## config.mk

```make
export PLATFORM = sky130hd
export DESIGN_NAME = uart_tx_serializer
export DESIGN_NICKNAME = d
export VERILOG_FILES = /design/src/rtl/uart_tx_serializer.sv
export SDC_FILE = /design/constraint.sdc
export NUM_CORES = 1
export LEC_CHECK = 0
export BUFFER_PORTS_ARGS = -buffer_cell sky130_fd_sc_hd__buf_4
export CAP_MARGIN = 30
export CORE_AREA = 3 3 64 66
export CTS_BUF_LIST = sky130_fd_sc_hd__clkbuf_8
export CTS_CLUSTER_SIZE = 14
export DETAILED_ROUTE_END_ITERATION = 12
export DIE_AREA = 0 0 67 69
export SLEW_MARGIN = 0
export SYNTH_ARGS = -nofsm -noshare
export SYNTH_HDL_FRONTEND = slang
export SYNTH_SLANG_ARGS = --single-unit
```

## constraint.sdc

```tcl
create_clock -name i_Clk -period 3.75 [get_ports i_Clk]
set_clock_uncertainty 0.2 [all_clocks]
set_input_delay 0.375 -clock i_Clk [delete_from_list [all_inputs] [get_ports i_Clk]]
set_output_delay 0.375 -clock i_Clk [all_outputs]
set_load 0.02 [all_outputs]
```

## src/rtl/uart_tx_serializer.sv

```systemverilog
// UART transmit serializer: one byte per i_TX_DV request, LSB first, 8N1 framing.
// Define UART_TX_PARITY_EN to insert a parity bit (sense set by PARITY_ODD) before the stop bit.
//
// state    | meaning
// ---------+------------------------------------------------------------
// S_IDLE   | line high, waiting for i_TX_DV
// S_START  | start bit (line low) for CLKS_PER_BIT cycles
// S_DATA   | data bits 0..7, LSB first, CLKS_PER_BIT cycles each
// S_PARITY | parity bit (only with UART_TX_PARITY_EN)
// S_STOP   | stop bit (line high); last cycle returns to idle with done pulse
module uart_tx_serializer #(
   parameter int CLKS_PER_BIT = 217,
   parameter bit PARITY_ODD   = 1'b0
) (
   input  logic       i_Clk,
   input  logic       i_Reset,
   input  logic       i_TX_DV,
   input  logic [7:0] i_TX_Byte,
   output logic       o_TX_Active,
   output logic       o_TX_Serial,
   output logic       o_TX_Done
);

   localparam int            CW       = $clog2(CLKS_PER_BIT);
   localparam logic [CW-1:0] CNT_LAST = CW'(CLKS_PER_BIT - 1);

   localparam logic [2:0] S_IDLE   = 3'd0;
   localparam logic [2:0] S_START  = 3'd1;
   localparam logic [2:0] S_DATA   = 3'd2;
   localparam logic [2:0] S_STOP   = 3'd4;
`ifdef UART_TX_PARITY_EN
   localparam logic [2:0] S_PARITY = 3'd3;
`else
   logic unused_parity_odd;
   assign unused_parity_odd = PARITY_ODD;
`endif

   logic [2:0]    state;
   logic [CW-1:0] clk_cnt;
   logic [2:0]    bit_idx;
   logic [7:0]    tx_byte;
   logic          cnt_wrap;

   assign cnt_wrap = (clk_cnt == CNT_LAST);

   always_ff @(posedge i_Clk) begin
      if (i_Reset) begin
         state       <= S_IDLE;
         clk_cnt     <= '0;
         bit_idx     <= '0;
         tx_byte     <= '0;
         o_TX_Serial <= 1'b1;
         o_TX_Active <= 1'b0;
         o_TX_Done   <= 1'b0;
      end else begin
         o_TX_Done <= 1'b0;
         case (state)
            S_IDLE: begin
               clk_cnt     <= '0;
               bit_idx     <= '0;
               o_TX_Serial <= 1'b1;
               if (i_TX_DV) begin
                  tx_byte     <= i_TX_Byte;
                  state       <= S_START;
                  o_TX_Serial <= 1'b0;
                  o_TX_Active <= 1'b1;
               end
            end

            S_START: begin
               if (cnt_wrap) begin
                  clk_cnt     <= '0;
                  state       <= S_DATA;
                  o_TX_Serial <= tx_byte[0];
               end else begin
                  clk_cnt <= clk_cnt + 1'b1;
               end
            end

            S_DATA: begin
               if (cnt_wrap) begin
                  clk_cnt <= '0;
                  if (bit_idx == 3'd7) begin
                     bit_idx <= '0;
`ifdef UART_TX_PARITY_EN
                     state       <= S_PARITY;
                     o_TX_Serial <= (^tx_byte) ^ PARITY_ODD;
`else
                     state       <= S_STOP;
                     o_TX_Serial <= 1'b1;
`endif
                  end else begin
                     bit_idx     <= bit_idx + 3'd1;
                     o_TX_Serial <= tx_byte[bit_idx + 3'd1];
                  end
               end else begin
                  clk_cnt <= clk_cnt + 1'b1;
               end
            end

`ifdef UART_TX_PARITY_EN
            S_PARITY: begin
               if (cnt_wrap) begin
                  clk_cnt     <= '0;
                  state       <= S_STOP;
                  o_TX_Serial <= 1'b1;
               end else begin
                  clk_cnt <= clk_cnt + 1'b1;
               end
            end
`endif

            S_STOP: begin
               if (cnt_wrap) begin
                  // Done is raised as the FSM re-enters idle, so a request in the
                  // done cycle starts the next frame without an extra idle bit.
                  clk_cnt     <= '0;
                  state       <= S_IDLE;
                  o_TX_Done   <= 1'b1;
                  o_TX_Active <= 1'b0;
               end else begin
                  clk_cnt <= clk_cnt + 1'b1;
               end
            end

            default: begin
               state       <= S_IDLE;
               clk_cnt     <= '0;
               bit_idx     <= '0;
               o_TX_Serial <= 1'b1;
               o_TX_Active <= 1'b0;
            end
         endcase
      end
   end

endmodule

```

== Word level (Yosys, flattened, before mapping) ==
Index checks and enable logic that the tools add are counted.

* Word-level logic and storage cells: 55
* Bits in registers: 25
* Output and inout port bits: 3
* Input bits: 11

* Bitwise operators: 4
* Multiplexer cells: 20
* $lt $le $gt $ge: 1
* Reduce and logical (&&, ||, !) cells: 11
* $add $sub $neg: 2
* Eq/ne operators: 10

{| class="wikitable"
|+ Operators with widths
! operator !! count
|-
| $mux W3 || 7
|-
| $pmux W3 S4 || 1
|-
| $ne A2 B2 Y1 const B || 5
|-
| $add A8 B1 Y8 const B || 1
|-
| $eq A8 B8 Y1 const B || 1
|-
| $mux W1 || 8
|-
| $eq A3 B3 Y1 const B || 2
|-
| $pmux W3 S2 || 1
|-
| $reduce_and A3 Y1 || 2
|-
| $reduce_or A2 Y1 || 3
|-
| $reduce_or A3 Y1 || 2
|-
| $reduce_and A5 Y1 || 1
|-
| $lt A3 B4 Y1 const B || 1
|-
| $not A1 Y1 || 4
|-
| $pmux W1 S4 || 1
|-
| $reduce_and A2 Y1 || 2
|-
| $add A3 B1 Y3 const B || 1
|-
| $bmux W1 S3 || 1
|-
| $eq A3 B1 Y1 const B || 1
|-
| $eq A3 B2 Y1 const B || 1
|-
| $logic_not A3 Y1 || 1
|-
| $pmux W1 S3 || 1
|}

== Longest topological paths before layout ==
* Depth after elaboration: 6
* Mapped depth: 7

== Worst setup path before layout ==
No wires, ideal clock.

* Kind: register to register
* From: register bit_idx[0]
* To: register bit_idx[2]
* Arrival time: 1,576 ps
* Buffers on the path: 1
* Cell stages (with the launch flop): 6
* Setup time: 70 ps
* Path slack: 1,904 ps
* Cell sequence: dfxtp_1 > ha_1 > ha_1 > clkbuf_1 > or4b_1 > a21oi_1

* Longest elaborated chain between the ends: 4
* Elaborated cells on any way between the ends: 5

{| class="wikitable"
|+ Ends and longest elaborated chain
! what !! RTL line !! RTL
|-
| start: declaration || 40 || <nowiki>logic [2:0] bit_idx;</nowiki>
|-
| start signal: assignment || 93 || <nowiki>bit_idx <= bit_idx + 3'd1;</nowiki>
|-
| $add A3 B1 Y3 / $eq A3 B3 Y1 (equally long branches) || 93, 83 ||
|-
| $mux W3 (*) || 83 || <nowiki>if (bit_idx == 3'd7) begin</nowiki>
|-
| $mux W3 (*) || 81 || <nowiki>if (cnt_wrap) begin</nowiki>
|-
| $pmux W3 S2 (*) || 57 || <nowiki>case (state)</nowiki>
|}

Mark *: on every way between the ends. The rest lies on a longest branch, timed or not. The select of a mux whose other input is x is not followed.
A chain may end at the register's enable or synchronous reset.

== Worst setup path in the final report ==
* From: register state[1]
* To: register bit_idx[2]

* Longest elaborated chain between the ends: 4
* Elaborated cells on any way between the ends: 8

{| class="wikitable"
|+ Ends and longest elaborated chain
! what !! RTL line !! RTL
|-
| start: declaration || 38 || <nowiki>logic [2:0] state;</nowiki>
|-
| start signal: assignment || 48 || <nowiki>state <= S_IDLE;</nowiki>
|-
| start signal: assignment || 64 || <nowiki>state <= S_START;</nowiki>
|-
| start signal: assignment || 73 || <nowiki>state <= S_DATA;</nowiki>
|-
| $eq A3 B3 Y1 / $eq A3 B1 Y1 (equally long branches) || 57 ||
|-
| $reduce_or A2 Y1 (no line) || n/a ||
|-
| $not A1 Y1 (no line) || n/a ||
|-
| $reduce_and A2 Y1 (no line) || n/a ||
|}

Several ways; a longest one is shown, not always the timed one.

==> summary.md <==
| Metric | Value |
|---|---|
| Family with the most delay on the worst path | `simple AND/OR/NAND/NOR gates` |
| Syn Nets | `166` |
| P&R area growth vs syn | `12.93%` |
| Buffers added on ports | `13` |
| Router iterations before antenna repair | `6` |
| Hold_buf cts | `0` |
| Die ar. | `4623 um2` |
| Initial antenna violation count | `0` |
| CTS max path bufs | `2` |
| Worst Tran Pin Value | `640.5 ps` |
| Cts bufs inserted | `3` |
| Grt total ovfl | `0` |
| Die W | `67 um` |
| Leak | `0.5528 nW` |
| Hold Path Depth | `3` |
| Critical path class | `flop to flop` |
| Vias in the first global route | `997` |
| Crit-path max cell delay | `620 ps` |
| Avg Inst Size Synth | `8.460 um2` |
| Reg-to-reg startpoint | `state[1]` |
| Worst Setup Start Kind | `flop` |
| Antenna viol nets, final | `0` |
| Crit path launch | `state[1]` |
| Placeable Area | `3633 um2` |
| # rows | `22` |
| Slew HR | `57.12%` |
| Register area | `500.5 um2` |
| Vias/cell | `5.195` |
| # setup viols final | `0` |
| Final period utilization | `53.29%` |
| Reg2Reg Setup Slack | `1750 ps` |
| Via count | `1091` |
| Yosys warns | `0` |
| Filler Cells Inserted | `399` |
| Final nets | `178` |
| VDD IR max | `0.09911 mV` |
| Critical Path RT | `3750 ps` |
| Mapped Cells | `151` |
| Power density over cell area | `339.3 nW/um2` |
| Number of buffer and inverter stages on the critical path | `0` |
| Resize count post-CTS | `0` |
| Layout cell share with drive strength beyond 1 | `13.58%` |
| Most frequent cells in the layout | `dfxtp_1 (25), nand2_1 (21), nor2_1 (18)` |
| CTS root buffer | `clkbuf_8` |
| Fmax | `500.4 MHz` |
| Minimum clock period | `1998 ps` |
| Drt total wl | `2560 um` |
| Critical R2R Capture | `bit_idx[2]` |
| # diodes | `0` |
| Synth cell types | `40` |
| I/O pins | `14` |
| Setup Fix Bufs, Post-CTS | `0` |
| HPWL Detailed | `1915 um` |
| TritonCTS Sinks | `25` |
| Final Max Tran Viols | `0` |
| Reg clk slew, reported paths | `80 ps` |
| Synth Flop Type | `dfxtp_1` |
| Setup TNS | `0 ps` |
| Commonest non-fill, non-tap cell in the layout | `dfxtp_1` |
| Hold Violations, Final | `0` |
| 1st-iter DRT viols | `90` |
| First-pass GRT wire length | `4395 um` |
| Gr usage total | `12.06%` |
| Worst Setup End Kind | `flop` |
| DRC errors left | `0` |
| Max-Cap Viols | `0` |
| Length in cells of the worst reg-to-reg path | `4` |
| CTS tree | `done` |
| Post-synth EDFFs | `0` |
| Worst-path cell chain | `nor3b_1, or2_4, or4b_1, a21oi_1` |
| Mapped cell area | `1277 um2` |
| H-tree Lvls | `1` |
| Gpl congestion | `0.8340` |
| Final worst-path setup slack | `1752 ps` |
| Dpl ws | `1770 ps` |
| Die height | `69 um` |
| RSZ-0062 raised after global routing | `no` |
| Outcome | `complete, no violations` |
| Arr. time, crit path | `2000 ps` |
| CP max FO | `12` |
| Effective utilization at floorplan | `35.16%` |
| Hold Path End | `tx_byte[0]` |
| Multi-input logic area | `716.9 um2` |
| Worst hold start | `i_TX_Byte[0]` |
| Post-DR wirelength/cell | `12.19 um` |
| Hold Path Class | `input port to flop` |
| Slowest cell on the critical path | `dfxtp_1` |
| Pin count of the biggest net entering global routing | `18` |
| Post-synthesis sequential area ratio | `39.18%` |
| Synth Register Bits | `25` |
| Asr flop ratio synth | `0%` |
| Clk Latency, worst-skew pair | `270 ps` |
[layout make-up]
cell class,count,share of cell area [%]
tap,48,4.163
multi-input combinational,114,49.70
clock buffer,3,2.862
timing repair buffer,13,6.765
clock inverter,1,0.2602
sequential,25,34.69
inverter,6,1.561
[through the flow]
step | utilization, % | hold WS [ps] | instances | power, mW | cell area (um2)
5_1_grt | 39.70 | 144.8 | 210 | 0.5151 | 1443
2_1_floorplan | - | 235.7 | 151 | 0.3226 | 1277
4_1_cts | 39.70 | 141.4 | 210 | 0.4974 | 1443
3_3_place_gp | 38.46 | 244.2 | 206 | 0.3411 | 1398
6_report | 39.70 | 148.2 | 210 | 0.4895 | 1443
3_5_place_dp | 38.46 | 250.1 | 206 | 0.3425 | 1398
[cells by family after synthesis]
logic type               after synthesis  share of synthesized area [%]
AND/OR/NAND/NOR                       67                          28.89
AO/OA/AOI/OAI                         33                          16.06
flip-flops                            25                          39.18
buffers and inverters                 12                          4.701
XOR/XNOR                               6                          4.114
multiplexers                           4                          3.134
adder cells (fa/ha/maj)                4                          3.918
[state kept, by name, summed over array words and instances (netlist names)]
name / cells
clk_cnt: 8
tx_byte: 8
bit_idx: 3
state: 3
o_TX_Active: 1
o_TX_Done: 1
o_TX_Serial: 1
[cells in the mapped netlist, types with 2 or more instances]
master     n  area [um2]
a21oi_1   17       85.08
and3_1     3       18.77
buf_6      2       22.52
clkbuf_1   3       11.26
dfxtp_1   25       500.5
ha_1       4       50.05
inv_1      6       22.52
mux2i_1    4       40.04
nand2_1   21       78.83
nand3_1    9       45.04
nand3b_1   2       15.01
nand4b_1   2       17.52
nor2_1    18       67.56
o21ai_0    5       25.02
xor2_1     5       43.79
[worst register-to-register path: cells and delay by family (launching register included)]
family             cells  cell delay, ps
and+or+nand+nor        3             970
DFF                    1             620
AOI/OAI and AO/OA      1             150
[worst max path at each step]
stage / to / slack (ps) / depth (start not counted)
after detailed placement: bit_idx[2] / 1770 / 4
after global placement: bit_idx[2] / 1850 / 4
final: bit_idx[2] / 1750 / 4
after CTS: bit_idx[2] / 1750 / 4
after floorplan: bit_idx[2] / 1900 / 5
after global routing: bit_idx[2] / 1630 / 4
[power breakdown]
part	internal, mW	switching (mW)	total (mW)
Sequential	0.275	0.00872	0.283
Clock	0.0732	0.0805	0.154
Combinational	0.0261	0.0263	0.0523
Total	0.374	0.115	0.489
[per-layer routing]
| metal | global-route usage, % | part of all wire, % |
|---|---|---|
| met3 | 1.629 | 3.8 |
| met2 | 19.76 | 48 |
| met1 | 15.35 | 45 |
| met5 | 0 | 0 |
| met4 | 5.405 | 2.5 |
Power figures use the tool's default switching activity.
